==> config.mk <==
export PLATFORM = sky130hd
export DESIGN_NAME = l1_write_buffer
export DESIGN_NICKNAME = d
export VERILOG_FILES = /design/src/rtl/l1_write_buffer.sv
export SDC_FILE = /design/constraint.sdc
export NUM_CORES = 1
export LEC_CHECK = 0
export BUFFER_PORTS_ARGS = -buffer_cell sky130_fd_sc_hd__buf_2
export CAP_MARGIN = 15
export CORE_MARGIN = 10
export CORE_UTILIZATION = 60
export CTS_CLUSTER_SIZE = 40
export DETAILED_ROUTE_END_ITERATION = 6
export GPL_TIMING_DRIVEN = 0
export PLACE_DENSITY = 0.89
export SYNTH_ARGS = -nofsm -noshare
export SYNTH_HDL_FRONTEND = slang
export SYNTH_SLANG_ARGS = --single-unit
==> constraint.sdc <==
create_clock -name clk -period 5.5 [get_ports clk]
set_clock_uncertainty 0.2 [all_clocks]
set_input_delay 0.275 -clock clk [delete_from_list [all_inputs] [get_ports clk]]
set_output_delay 0.275 -clock clk [all_outputs]
set_load 0.05 [all_outputs]
==> src/rtl/l1_write_buffer.sv <==
`default_nettype none
// ============================================================================
// Module  : l1_write_buffer
// Brief   : Posted write buffer between L1 D-cache and memory; forwards fill
//           reads from buffered writes. Optional macro: WB_COALESCE_EN.
// Revision: 1.0 - initial release
// ============================================================================
module l1_write_buffer #(
    parameter int DEPTH      = 4,
    parameter int ADDR_WIDTH = 32,
    parameter int DATA_WIDTH = 32
) (
    input  logic                         clk,
    input  logic                         rst,
    input  logic                         mem_request,
    input  logic                         mem_write_enable,
    input  logic [ADDR_WIDTH-1:0]        mem_address,
    input  logic [DATA_WIDTH-1:0]        mem_write_data,
    output logic [DATA_WIDTH-1:0]        mem_response_data,
    output logic                         mem_ready,
    output logic                         bus_request,
    output logic                         bus_write_enable,
    output logic [ADDR_WIDTH-1:0]        bus_address,
    output logic [DATA_WIDTH-1:0]        bus_write_data,
    input  logic [DATA_WIDTH-1:0]        bus_response_data,
    input  logic                         bus_ready,
    output logic                         empty,
    output logic [$clog2(DEPTH+1)-1:0]   count
);
    localparam int c_PTR_W = $clog2(DEPTH);
    localparam int c_CNT_W = $clog2(DEPTH + 1);
    localparam logic [c_CNT_W-1:0] c_FULL = c_CNT_W'(DEPTH);

    typedef enum logic [1:0] {U_IDLE = 2'd0, U_WAIT_RD = 2'd1, U_ACK = 2'd2} u_state_t;
    typedef enum logic [1:0] {B_IDLE = 2'd0, B_WRITE = 2'd1, B_READ = 2'd2} b_state_t;

    logic [ADDR_WIDTH-1:0] r_addr [DEPTH];
    logic [DATA_WIDTH-1:0] r_data [DEPTH];
    logic [DEPTH-1:0]      r_valid;
    logic [c_PTR_W-1:0]    r_head, r_tail;
    logic [c_CNT_W-1:0]    r_count, w_count_n;
    logic                  r_empty;
    logic                  r_rd_pending;

    u_state_t              r_u_state, w_u_next;
    b_state_t              r_b_state, w_b_next;
    logic                  r_mem_ready, w_mem_ready_n;
    logic [DATA_WIDTH-1:0] r_resp, w_resp_n;
    logic                  r_bus_req, w_bus_req_n;
    logic                  r_bus_we, w_bus_we_n;
    logic [ADDR_WIDTH-1:0] r_bus_addr, w_bus_addr_n;
    logic [DATA_WIDTH-1:0] r_bus_wdata, w_bus_wdata_n;

    logic                  w_push, w_pop, w_coal, w_full;
    logic                  w_rd_set, w_rd_done;
    logic                  w_hit, w_coal_hit;
    logic [DATA_WIDTH-1:0] w_hit_data;
    logic [c_PTR_W-1:0]    w_slot [DEPTH];

    // w_slot[k] is the k-th oldest slot; later matches in a scan are newer
    generate
        for (genvar k = 0; k < DEPTH; k++) begin : g_slot
            assign w_slot[k] = r_head + c_PTR_W'(k);
        end
    endgenerate

    always_comb begin
        w_hit      = 1'b0;
        w_hit_data = '0;
        for (int k = 0; k < DEPTH; k++) begin
            if (r_valid[w_slot[k]] &&
                r_addr[w_slot[k]][ADDR_WIDTH-1:2] == mem_address[ADDR_WIDTH-1:2]) begin
                w_hit      = 1'b1;
                w_hit_data = r_data[w_slot[k]];
            end
        end
    end

`ifdef WB_COALESCE_EN
    logic [c_PTR_W-1:0] w_coal_idx;
    logic               w_head_busy;

    // Head is off-limits once its drain has launched or launches this edge
    assign w_head_busy = (r_b_state == B_WRITE) ||
                         (r_b_state == B_IDLE && !r_rd_pending && r_count != '0);

    always_comb begin
        w_coal_hit = 1'b0;
        w_coal_idx = r_head;
        for (int k = 0; k < DEPTH; k++) begin
            if (r_valid[w_slot[k]] && !(k == 0 && w_head_busy) &&
                r_addr[w_slot[k]][ADDR_WIDTH-1:2] == mem_address[ADDR_WIDTH-1:2]) begin
                w_coal_hit = 1'b1;
                w_coal_idx = w_slot[k];
            end
        end
    end
`else
    assign w_coal_hit = 1'b0;
`endif

    // A pop in the same cycle frees a slot for a push
    assign w_full = (r_count == c_FULL) && !w_pop;

    always_comb begin
        w_u_next      = r_u_state;
        w_mem_ready_n = 1'b0;
        w_resp_n      = r_resp;
        w_push        = 1'b0;
        w_coal        = 1'b0;
        w_rd_set      = 1'b0;
        case (r_u_state)
            U_IDLE: begin
                if (mem_request) begin
                    if (mem_write_enable) begin
                        if (w_coal_hit) begin
                            w_coal        = 1'b1;
                            w_mem_ready_n = 1'b1;
                            w_u_next      = U_ACK;
                        end else if (!w_full) begin
                            w_push        = 1'b1;
                            w_mem_ready_n = 1'b1;
                            w_u_next      = U_ACK;
                        end
                    end else if (w_hit) begin
                        w_resp_n      = w_hit_data;
                        w_mem_ready_n = 1'b1;
                        w_u_next      = U_ACK;
                    end else begin
                        w_rd_set = 1'b1;
                        w_u_next = U_WAIT_RD;
                    end
                end
            end
            U_WAIT_RD: begin
                if (w_rd_done) begin
                    w_resp_n      = bus_response_data;
                    w_mem_ready_n = 1'b1;
                    w_u_next      = U_ACK;
                end
            end
            U_ACK:   w_u_next = U_IDLE;
            default: w_u_next = U_IDLE;
        endcase
    end

    always_comb begin
        w_b_next      = r_b_state;
        w_bus_req_n   = r_bus_req;
        w_bus_we_n    = r_bus_we;
        w_bus_addr_n  = r_bus_addr;
        w_bus_wdata_n = r_bus_wdata;
        w_pop         = 1'b0;
        w_rd_done     = 1'b0;
        case (r_b_state)
            B_IDLE: begin
                if (r_rd_pending) begin
                    w_bus_req_n  = 1'b1;
                    w_bus_we_n   = 1'b0;
                    w_bus_addr_n = mem_address;
                    w_b_next     = B_READ;
                end else if (r_count != '0) begin
                    w_bus_req_n   = 1'b1;
                    w_bus_we_n    = 1'b1;
                    w_bus_addr_n  = r_addr[r_head];
                    w_bus_wdata_n = r_data[r_head];
                    w_b_next      = B_WRITE;
                end
            end
            B_WRITE: begin
                if (bus_ready) begin
                    w_pop       = 1'b1;
                    w_bus_req_n = 1'b0;
                    w_b_next    = B_IDLE;
                end
            end
            B_READ: begin
                if (bus_ready) begin
                    w_rd_done   = 1'b1;
                    w_bus_req_n = 1'b0;
                    w_b_next    = B_IDLE;
                end
            end
            default: w_b_next = B_IDLE;
        endcase
    end

    always_comb begin
        w_count_n = r_count;
        if (w_push && !w_pop)      w_count_n = r_count + c_CNT_W'(1);
        else if (w_pop && !w_push) w_count_n = r_count - c_CNT_W'(1);
    end

    always_ff @(posedge clk) begin
        if (w_push) begin
            r_addr[r_tail] <= mem_address;
            r_data[r_tail] <= mem_write_data;
        end
`ifdef WB_COALESCE_EN
        if (w_coal) r_data[w_coal_idx] <= mem_write_data;
`endif
    end

    always_ff @(posedge clk) begin
        if (rst) begin
            r_valid      <= '0;
            r_head       <= '0;
            r_tail       <= '0;
            r_count      <= '0;
            r_empty      <= 1'b1;
            r_rd_pending <= 1'b0;
        end else begin
            // Push after pop so a full-buffer push into the freed slot wins
            if (w_pop) begin
                r_valid[r_head] <= 1'b0;
                r_head          <= r_head + c_PTR_W'(1);
            end
            if (w_push) begin
                r_valid[r_tail] <= 1'b1;
                r_tail          <= r_tail + c_PTR_W'(1);
            end
            r_count <= w_count_n;
            r_empty <= (w_count_n == '0);
            if (w_rd_set)       r_rd_pending <= 1'b1;
            else if (w_rd_done) r_rd_pending <= 1'b0;
        end
    end

    always_ff @(posedge clk) begin
        if (rst) begin
            r_u_state   <= U_IDLE;
            r_mem_ready <= 1'b0;
            r_resp      <= '0;
            r_b_state   <= B_IDLE;
            r_bus_req   <= 1'b0;
            r_bus_we    <= 1'b0;
            r_bus_addr  <= '0;
            r_bus_wdata <= '0;
        end else begin
            r_u_state   <= w_u_next;
            r_mem_ready <= w_mem_ready_n;
            r_resp      <= w_resp_n;
            r_b_state   <= w_b_next;
            r_bus_req   <= w_bus_req_n;
            r_bus_we    <= w_bus_we_n;
            r_bus_addr  <= w_bus_addr_n;
            r_bus_wdata <= w_bus_wdata_n;
        end
    end

    assign mem_ready         = r_mem_ready;
    assign mem_response_data = r_resp;
    assign bus_request       = r_bus_req;
    assign bus_write_enable  = r_bus_we;
    assign bus_address       = r_bus_addr;
    assign bus_write_data    = r_bus_wdata;
    assign empty             = r_empty;
    assign count             = r_count;

endmodule
`default_nettype wire

======== After elaboration in Yosys (flattened, before gate mapping) ========
Memory sizes are Yosys's and may differ from the RTL's. A register that Yosys moved wholly into a read port is not among the register bits.
Index checks and enable logic that the tools add are counted.
storage, ports and cells
  logic and storage cells ................. 145
  register bits after elaboration ......... 116
  bits in writable memories ............... 256
  memories kept ........................... 2
  input bits .............................. 101
cells by class
  equality and inequality tests ........... 15
  muxes and demuxes ....................... 71
  add/sub/neg operators ................... 6
  reduce and logical (&&, ||, !) cells .... 26
  bitwise gates (word level) .............. 4
  magnitude comparators ................... 7
memories
  memory  words  width  rd ports  clocked after memory_dff  write ports  RTL line  source
  r_addr  4      32     4         1                         1            37        logic [ADDR_WIDTH-1:0] r_addr [DEPTH];
  r_data  4      32     4         1                         1            38        logic [DATA_WIDTH-1:0] r_data [DEPTH];
operators by type and width
  cell                                                                   count
  32-bit two-way mux                                                     10
  30-bit == test                                                         4
  32-bit one-hot mux with 2 select lines                                 1
  1-bit two-way mux                                                      33
  2-bit two-way mux                                                      12
  2-bit by 3-bit < comparator with 1-bit output, second input constant   5
  4-bit two-way mux                                                      3
  1-bit logical AND                                                      9
  3-bit AND reduction                                                    3
  1-bit binary-select mux with 2-bit select                              4
  2-bit != test, second input constant                                   4
  2-bit one-hot mux with 2 select lines                                  2
  2-bit nonzero test                                                     4
  3-bit two-way mux                                                      2
  3-bit != test, second input constant                                   2
  5-bit AND reduction                                                    1
  2-bit by 1-bit adder with 2-bit output, second input constant          2
  2-bit adder, second input constant                                     2
  4-bit bitwise AND                                                      1
  1-bit demux with 2-bit select                                          2
  2-bit by 1-bit == test with 1-bit output, second input constant        2
  2-bit by 1-bit >= comparator with 1-bit output, second input constant  2
  2-bit logical NOT                                                      2
  4-bit inverter                                                         1
  other kinds (13)                                                       16

======== Logic depth before layout (Yosys ltp) ========
Gate-level depths: netlist of the first run.
  word-level depth ........................ 13
  gate-level depth with buffers ........... 23

======== Least setup slack after synthesis of the first run ========
OpenSTA, ideal clock, no wires.
  path type ............................... register to register
  from .................................... reg r_head[1]
  to ...................................... reg r_resp[25] (netlist: mem_response_data[25])
  cell stages (with the launch flop) ...... 18
  period minus slack after synthesis ...... 4.748 ns
  slack ................................... 0.752 ns
  library setup time ...................... 0.120 ns
  arrival time ............................ 4.428 ns
  cell sequence ........................... dfxtp_1 buf_2 buf_2 buf_1 clkbuf_1 inv_1 ha_1 buf_4 buf_4 buf_6 buf_6 buf_2 buf_2 buf_1 mux4_2 nand2_1 a21oi_1 o31a_1
RTL lines
  element                   RTL line  source
  start: declaration        40        logic [c_PTR_W-1:0] r_head, r_tail;
  start signal: assignment  216       r_head <= r_head + c_PTR_W'(1);
  end signal: assignment    242       r_resp <= w_resp_n;
  end: declaration          48        logic [DATA_WIDTH-1:0] r_resp, w_resp_n;

==> results of run 1 <==
==> final timing paths <==
kind	from	end	slack, ps
min	bus_response_data[28]	mem_response_data[28]$_SDFFE_PP0P_	60
max reg2reg	r_head[0]$_SDFFE_PP0P_	mem_response_data[30]$_SDFFE_PP0P_	70
max	r_head[0]$_SDFFE_PP0P_	mem_response_data[30]$_SDFFE_PP0P_	70
min reg2reg	bus_write_data[16]$_SDFFE_PP0P_	bus_write_data[16]$_SDFFE_PP0P_	250
==> metrics by stage <==
stage          hold slack (ps)  area [um^2]  util [%]  std cells
3_3_place_gp               239        23700      65.0       2476
5_1_grt                   55.1        26400      72.4       2658
6_report                  62.1        26400      72.4       2661
2_1_floorplan              174        22100         -       1806
3_5_place_dp               243        23800      65.3       2481
4_1_cts                   3.30        26300      72.3       2657
==> power breakdown <==
| group | switching, mW | internal, mW | leakage [nW] |
|---|---|---|---|
| Combinational | 2.70 | 1.45 | 4.82 |
| Sequential | 0.191 | 3.27 | 3.28 |
| Clock | 1.18 | 1.51 | 0.621 |
==> critical path, cell delays in order (launching register included) <==
cell	delay, ps
sky130_fd_sc_hd__dfxtp_2	370
sky130_fd_sc_hd__buf_6	120
sky130_fd_sc_hd__buf_12	170
sky130_fd_sc_hd__buf_8	200
sky130_fd_sc_hd__buf_6	180
sky130_fd_sc_hd__inv_1	160
sky130_fd_sc_hd__buf_4	250
sky130_fd_sc_hd__ha_4	340
sky130_fd_sc_hd__buf_6	210
sky130_fd_sc_hd__buf_8	200
sky130_fd_sc_hd__buf_8	200
sky130_fd_sc_hd__buf_6	250
sky130_fd_sc_hd__mux2i_1	350
sky130_fd_sc_hd__o22ai_1	180
sky130_fd_sc_hd__a2111oi_0	500
sky130_fd_sc_hd__nand4_1	140
sky130_fd_sc_hd__buf_4	180
sky130_fd_sc_hd__nor2_4	210
sky130_fd_sc_hd__or4_4	200
sky130_fd_sc_hd__a21oi_4	100
sky130_fd_sc_hd__buf_6	210
sky130_fd_sc_hd__o31a_1	340
==> cell families after synthesis <==
group                    synth area share [%]
multiplexers                             26.3
AO/OA/AOI/OAI                            9.50
buffers and inverters                    4.05
XOR/XNOR                                 4.32
AND/OR/NAND/NOR                          9.51
flip-flops                               45.5
adder cells (fa/ha/maj)                 0.793
==> area by class of cell <==
class | count | area share (%)
diodes | 4 | 0.0380
plain buffers | 171 | 3.52
clock buffers | 56 | 4.34
clock inverters | 20 | 0.503
inverters | 23 | 0.327
multi-input cells | 1235 | 42.9
flip-flops and latches | 374 | 38.1
well taps | 468 | 2.22
repair buffers | 310 | 8.06
==> synthesized netlist by cell type (22+ instances only) <==
cell type,n,area share (%)
sky130_fd_sc_hd__nand3_1,43,0.97
sky130_fd_sc_hd__dfxtp_1,118,11
sky130_fd_sc_hd__o21ai_0,43,0.97
sky130_fd_sc_hd__nor2_1,124,2.1
sky130_fd_sc_hd__a21oi_1,120,2.7
sky130_fd_sc_hd__a31oi_1,35,0.99
sky130_fd_sc_hd__clkbuf_1,90,1.5
sky130_fd_sc_hd__o31a_1,32,1.3
sky130_fd_sc_hd__buf_1,24,0.41
sky130_fd_sc_hd__mux2i_1,91,4.1
sky130_fd_sc_hd__mux4_2,211,22
sky130_fd_sc_hd__xnor2_1,88,3.5
sky130_fd_sc_hd__inv_1,22,0.37
sky130_fd_sc_hd__buf_2,40,0.91
sky130_fd_sc_hd__nand3b_1,32,1.1
sky130_fd_sc_hd__nand2_1,218,3.7
sky130_fd_sc_hd__edfxtp_1,256,35
==> repair_timing <==
action | 4_1_cts | 5_1_grt
hold buffers | 96 | 0
pin swaps | 7 | 4
endpoints found under the setup margin | 38 | 35
buffers inserted | 6 | 1
hold endpoints to repair | 292 | 0
resized for setup | 66 | 7
==> per-layer routing <==
layer	vias to the layer above	part of all wire, %
li1	7686	-
met3	643	15
met2	2248	45
met5	-	0.051
met4	6	7.5
met1	9376	32
==> registers in the layout, summed over array words and instances, names as in the netlist, named ones only <==
signal             flops
r_addr               128
bus_address           32
r_head                 2
mem_ready              1
count                  3
r_tail                 2
mem_response_data     32
r_data               128
bus_request            1
bus_write_enable       1
r_u_state              2
r_b_state              2
r_rd_pending           1
bus_write_data        32
empty                  1
r_valid                4
==> flow_metrics.py, run 1 <==
metrics = {
    "status": {
        "outcome": "finished with violations",
        "failing_checks": "DRC",
    },
    "grt": {
        "number_of_antenna_violations_at_the_first_check_in_global_routing": 4,
        "grt_util_all_layers_pct": 38.4,
        "global_route.usage.met2_pct": 59.6,
        "grt_pass1_vias": 19975,
        "top_usage_layer": "met2",
        "grt.overflow.total": 0,
        "pin_count_of_the_biggest_net_entering_global_routing": 39,
        "global_route.usage.met3_pct": 13.8,
        "grt_first_pass_wirelength_um": 128000,
        "use_met1_pct": 45.1,
    },
    "die": {
        "start_util_pct": 60.6,
        "rows": 70,
        "ios": 204,
        "die_y_um": 212,
        "placeableCoreArea_mm2": 0.0364,
        "design.die.area_mm2": 0.0449,
        "width_of_the_die_um": 212,
    },
    "sta": {
        "timing_worst_slew_pin_value_ps": 1270,
        "report.final.hold_viol_count": 0,
        "max_freq_mhz": 184,
        "layout_worst_path_cycle_share_pct": 98.7,
        "worst_slew_margin_rel_pct": 14.6,
        "timing.final.max_slew_violations": 0,
        "finalCriticalPeriod_ps": 5430,
        "setup_repair_after_global_routing_missed_its_margin": "false",
        "fin_ws_ps": 68.8,
        "final-setup-viol-count": 0,
        "totalNegativeSetupSlack_ps": 0,
    },
    "worst_setup_path": {
        "timing.critical_path.to_type": "flop",
        "crit_arrival_ps": 5680,
        "timing.setup.critical_path_class": "reg2reg",
        "crit_fanout": 11,
        "critPathLaunchType": "flop",
        "r2r.worst_path.cells": 21,
        "worst_ep_required_time_ps": 5750,
    },
    "hold_path": {
        "whs_path_depth": 4,
        "timing.hold.worst.class": "in2reg",
    },
    "logic_synthesis": {
        "yosys_register_bits": 374,
        "synthCells": 1806,
        "yosys.cell_types.count": 63,
        "synth_nets": 1921,
        "synth_warnings": 0,
        "syn_avg_cell_area_um2": 12.2,
        "number_of_synthesized_flops_with_an_enable_pin": 256,
        "synth.yosys.seq_area_share_pct": 45.5,
        "async_reset_ff_share_pct": 0,
        "synthFlopType": "sky130_fd_sc_hd__edfxtp_1",
        "synth_area_mm2": 0.0221,
    },
    "clock_network": {
        "max-clock-path-buffers": 3,
        "root_buffer": "sky130_fd_sc_hd__clkbuf_16",
        "cts_tree": "yes",
        "clock_sink_count": 374,
        "tritoncts.num_buffers": 41,
        "clkLatencyLatePin_ps": 580,
        "htree_levels": 2,
        "clk_pin_slew_ps": 60,
    },
    "placed_design": {
        "hpwlAfterDp_um": 56300,
        "buffer_ports.inserted": 202,
        "dp_slack_ps": -2050,
        "routabilityCongestion": 1.02,
    },
    "drt": {
        "drt_pre_antenna_iters": 7,
        "drt-initial-drc-count": 3874,
        "routed_via_density": 7.50,
        "routed_wl_um": 86600,
        "detailroute.via_count": 19959,
        "drt_drc_violations_left": 46,
        "drt.antenna.violating_nets": 0,
        "wl_per_cell_um": 32.5,
    },
    "power_and_ir_drop": {
        "power_leakage_nw": 8.72,
        "total_power_mw": 10.3,
        "power_per_cell_area_mw_per_mm2": 391,
        "ir_drop_v": 0.000274,
    },
    "layout": {
        "multi_input_area_mm2": 0.0113,
        "area.growth.synth_to_final_pct": 19.4,
        "seq_area_mm2": 0.0101,
        "most_frequent_standard_cell_in_the_layout_excluding_fill_and_tap_cells": "sky130_fd_sc_hd__edfxtp_1",
        "final_layout_size_suffix_gt1_share_pct": 27.1,
        "design.final.nets": 2271,
        "layout.cells.most_common_list": "sky130_fd_sc_hd__edfxtp_1 (256), sky130_fd_sc_hd__buf_2 (236), sky130_fd_sc_hd__nand2_1 (218)",
        "fillerInstances": 2245,
    },
    "run": {
        "max-cap-violations": 0,
    },
}
Note: power is estimated with default switching activity, not from simulation.
==> inputs of run 2 (changes only) <==
- BUFFER_PORTS_ARGS: -buffer_cell sky130_fd_sc_hd__buf_2 -> -buffer_cell sky130_fd_sc_hd__buf_4
==> run 2 against run 1 <==
The flow still finishes with violations (DRC). Clock power rose by 2%. Final cell count rose by 0.11%. Non-clock buffer count rose by 6. Largest cell class unchanged. First-iteration DRC count fell by 11%. Flip-flop and latch count did not move. Via count fell by 1.3%. Sequential share of layout area fell by 0.88 points. Combinational power rose by 2%. Design area rose by 2.4%.
==> flow_metrics.py, run 2 (synthesis results as in run 1) <==
metrics = {
    "status": {
        "failing_checks": "DRC",
        "outcome": "finished with violations",
    },
    "clock_network": {
        "root_buffer": "sky130_fd_sc_hd__clkbuf_16",
        "clock_sink_count": 374,
        "cts_tree": "yes",
        "clk_pin_slew_ps": 70,
        "clkLatencyLatePin_ps": 600,
        "max-clock-path-buffers": 3,
        "htree_levels": 2,
        "tritoncts.num_buffers": 40,
    },
    "sta": {
        "finalCriticalPeriod_ps": 5470,
        "timing.final.max_slew_violations": 0,
        "timing_worst_slew_pin_value_ps": 1070,
        "setup_repair_after_global_routing_missed_its_margin": "false",
        "max_freq_mhz": 183,
        "fin_ws_ps": 32.0,
        "worst_slew_margin_rel_pct": 28.6,
        "layout_worst_path_cycle_share_pct": 99.4,
        "final-setup-viol-count": 0,
        "report.final.hold_viol_count": 0,
    },
    "power_and_ir_drop": {
        "ir_drop_v": 0.000290,
        "power_per_cell_area_mw_per_mm2": 388,
        "power_leakage_nw": 8.86,
    },
    "worst_setup_path": {
        "crit_fanout": 11,
        "worst_ep_required_time_ps": 5840,
        "crit_arrival_ps": 5810,
        "timing.critical_path.to_type": "flop",
        "critPathLaunchType": "flop",
        "timing.setup.critical_path_class": "reg2reg",
    },
    "die": {
        "ios": 204,
        "die_y_um": 212,
        "design.die.area_mm2": 0.0449,
        "width_of_the_die_um": 212,
        "start_util_pct": 60.6,
        "rows": 70,
        "placeableCoreArea_mm2": 0.0364,
    },
    "grt": {
        "grt_util_all_layers_pct": 37.4,
        "grt.overflow.total": 0,
        "grt_pass1_vias": 19667,
        "number_of_antenna_violations_at_the_first_check_in_global_routing": 3,
        "grt_first_pass_wirelength_um": 125000,
        "pin_count_of_the_biggest_net_entering_global_routing": 50,
    },
    "drt": {
        "detailroute.via_count": 19693,
        "drt.antenna.violating_nets": 0,
        "routed_wl_um": 84800,
        "routed_via_density": 7.39,
        "drt_pre_antenna_iters": 7,
        "drt-initial-drc-count": 3450,
        "drt_drc_violations_left": 2,
        "wl_per_cell_um": 31.8,
    },
    "layout": {
        "design.final.nets": 2276,
        "area.growth.synth_to_final_pct": 22.3,
        "most_frequent_standard_cell_in_the_layout_excluding_fill_and_tap_cells": "sky130_fd_sc_hd__edfxtp_1",
        "layout.cells.most_common_list": "sky130_fd_sc_hd__edfxtp_1 (256), sky130_fd_sc_hd__buf_4 (224), sky130_fd_sc_hd__nand2_1 (218)",
        "finish.instance_area_mm2": 0.0270,
        "final_layout_size_suffix_gt1_share_pct": 27.6,
        "final_standard_cell_count_with_taps_included_and_fillers_excluded": 2664,
        "biggestRegsByFlops": "r_addr (128), r_data (128)",
    },
    "placed_design": {
        "place.detailed.instances": 2481,
        "dp_slack_ps": -2000,
        "buffer_ports.inserted": 202,
        "postPlaceCellArea_mm2": 0.0243,
        "routabilityCongestion": 1.01,
        "hpwlAfterDp_um": 56900,
    },
    "hold_path": {
        "timing.hold.worst.class": "in2reg",
    },
    "run": {
        "max-cap-violations": 0,
    },
}
## run 2: changes by cell type in the layout (fill, tap and decap cells not counted), moves of 4 or more
cell,delta
sky130_fd_sc_hd__buf_2,-207
sky130_fd_sc_hd__mux2i_1,-4
sky130_fd_sc_hd__clkinv_2,-4
sky130_fd_sc_hd__clkbuf_1,-4
sky130_fd_sc_hd__buf_4,+207
sky130_fd_sc_hd__mux2i_2,+5
## run 2: cell type report
| cell class | instances | area [um^2] |
|---|---|---|
| fill | 2171 | 9440 |
| sequential | 374 | 10100 |
| clock buffer | 54 | 1130 |
| timing repair buffer | 316 | 2700 |
| antenna | 4 | 10.0 |
| tap | 468 | 586 |
| multi-input combinational | 1235 | 11300 |
| buffer | 171 | 942 |
| inverter | 23 | 90.1 |
| clock inverter | 19 | 178 |
## run 2: path summary, 6_finish.rpt
kind / startpoint / slack [ps] / depth (start not counted) / endpoint
setup / recovery: r_head[0]$_SDFFE_PP0P_ / 30 / 21 / mem_response_data[2]$_SDFFE_PP0P_
hold / removal: mem_request / 60 / 4 / r_u_state[1]$_SDFFE_PP0P_
hold reg to reg: bus_write_data[25]$_SDFFE_PP0P_ / 260 / 2 / bus_write_data[25]$_SDFFE_PP0P_
setup reg to reg: r_head[0]$_SDFFE_PP0P_ / 30 / 21 / mem_response_data[2]$_SDFFE_PP0P_
## run 2: layer usage
layer	GRT usage [%]	up-vias	share of wire (%)
met3	10.3	524	14
met4	22.9	0	7.1
met2	58.5	2150	46
met5	0	-	0
met1	45.5	9341	33
li1	-	7678	-
## run 2: worst max-delay path, cell delays in order (launching register included)
cell,delay [ps]
sky130_fd_sc_hd__dfxtp_2,390
sky130_fd_sc_hd__buf_6,180
sky130_fd_sc_hd__buf_12,190
sky130_fd_sc_hd__buf_8,200
sky130_fd_sc_hd__buf_8,190
sky130_fd_sc_hd__clkinvlp_4,150
sky130_fd_sc_hd__buf_4,240
sky130_fd_sc_hd__ha_4,360
sky130_fd_sc_hd__buf_6,190
sky130_fd_sc_hd__mux4_2,330
sky130_fd_sc_hd__xnor2_1,260
sky130_fd_sc_hd__nand4_1,180
sky130_fd_sc_hd__nor2_2,290
sky130_fd_sc_hd__or4b_4,530
sky130_fd_sc_hd__nor4_4,270
sky130_fd_sc_hd__buf_4,210
sky130_fd_sc_hd__buf_4,140
sky130_fd_sc_hd__o41ai_4,60
sky130_fd_sc_hd__buf_4,170
sky130_fd_sc_hd__clkbuf_4,200
sky130_fd_sc_hd__a21oi_1,260
sky130_fd_sc_hd__o31a_1,200
## run 2: stage by stage
stage | TNS, ps | power [mW] | hold WS (ps) | util, %
6_report | 0 | 10.5 | 60.9 | 74.1
5_1_grt | 0 | 10.7 | 81.5 | 74.1
2_1_floorplan | 0 | 6.18 | 174 | -
3_5_place_dp | -68480 | 7.44 | 248 | 66.7
3_3_place_gp | -67530 | 7.37 | 244 | 66.4
4_1_cts | 0 | 10.2 | 36.1 | 73.8
## run 2: repair_timing
| action | CTS | global route |
|---|---|---|
| resized for setup | 55 | 29 |
| setup buffers | 9 | 1 |
| pin swaps | 5 | 2 |
| hold buffers | 98 | 0 |
| endpoints found under the setup margin | 38 | 35 |
| hold endpoints to repair | 295 | 0 |
## run 2: report_power, final
group / total [mW] / internal (mW) / switching [mW] / leakage, nW
Clock: 2.75 / 1.56 / 1.19 / 0.631
Combinational: 4.25 / 1.58 / 2.66 / 4.94
Sequential: 3.48 / 3.27 / 0.209 / 3.28
Total: 10.5 / 6.41 / 4.06 / 8.86
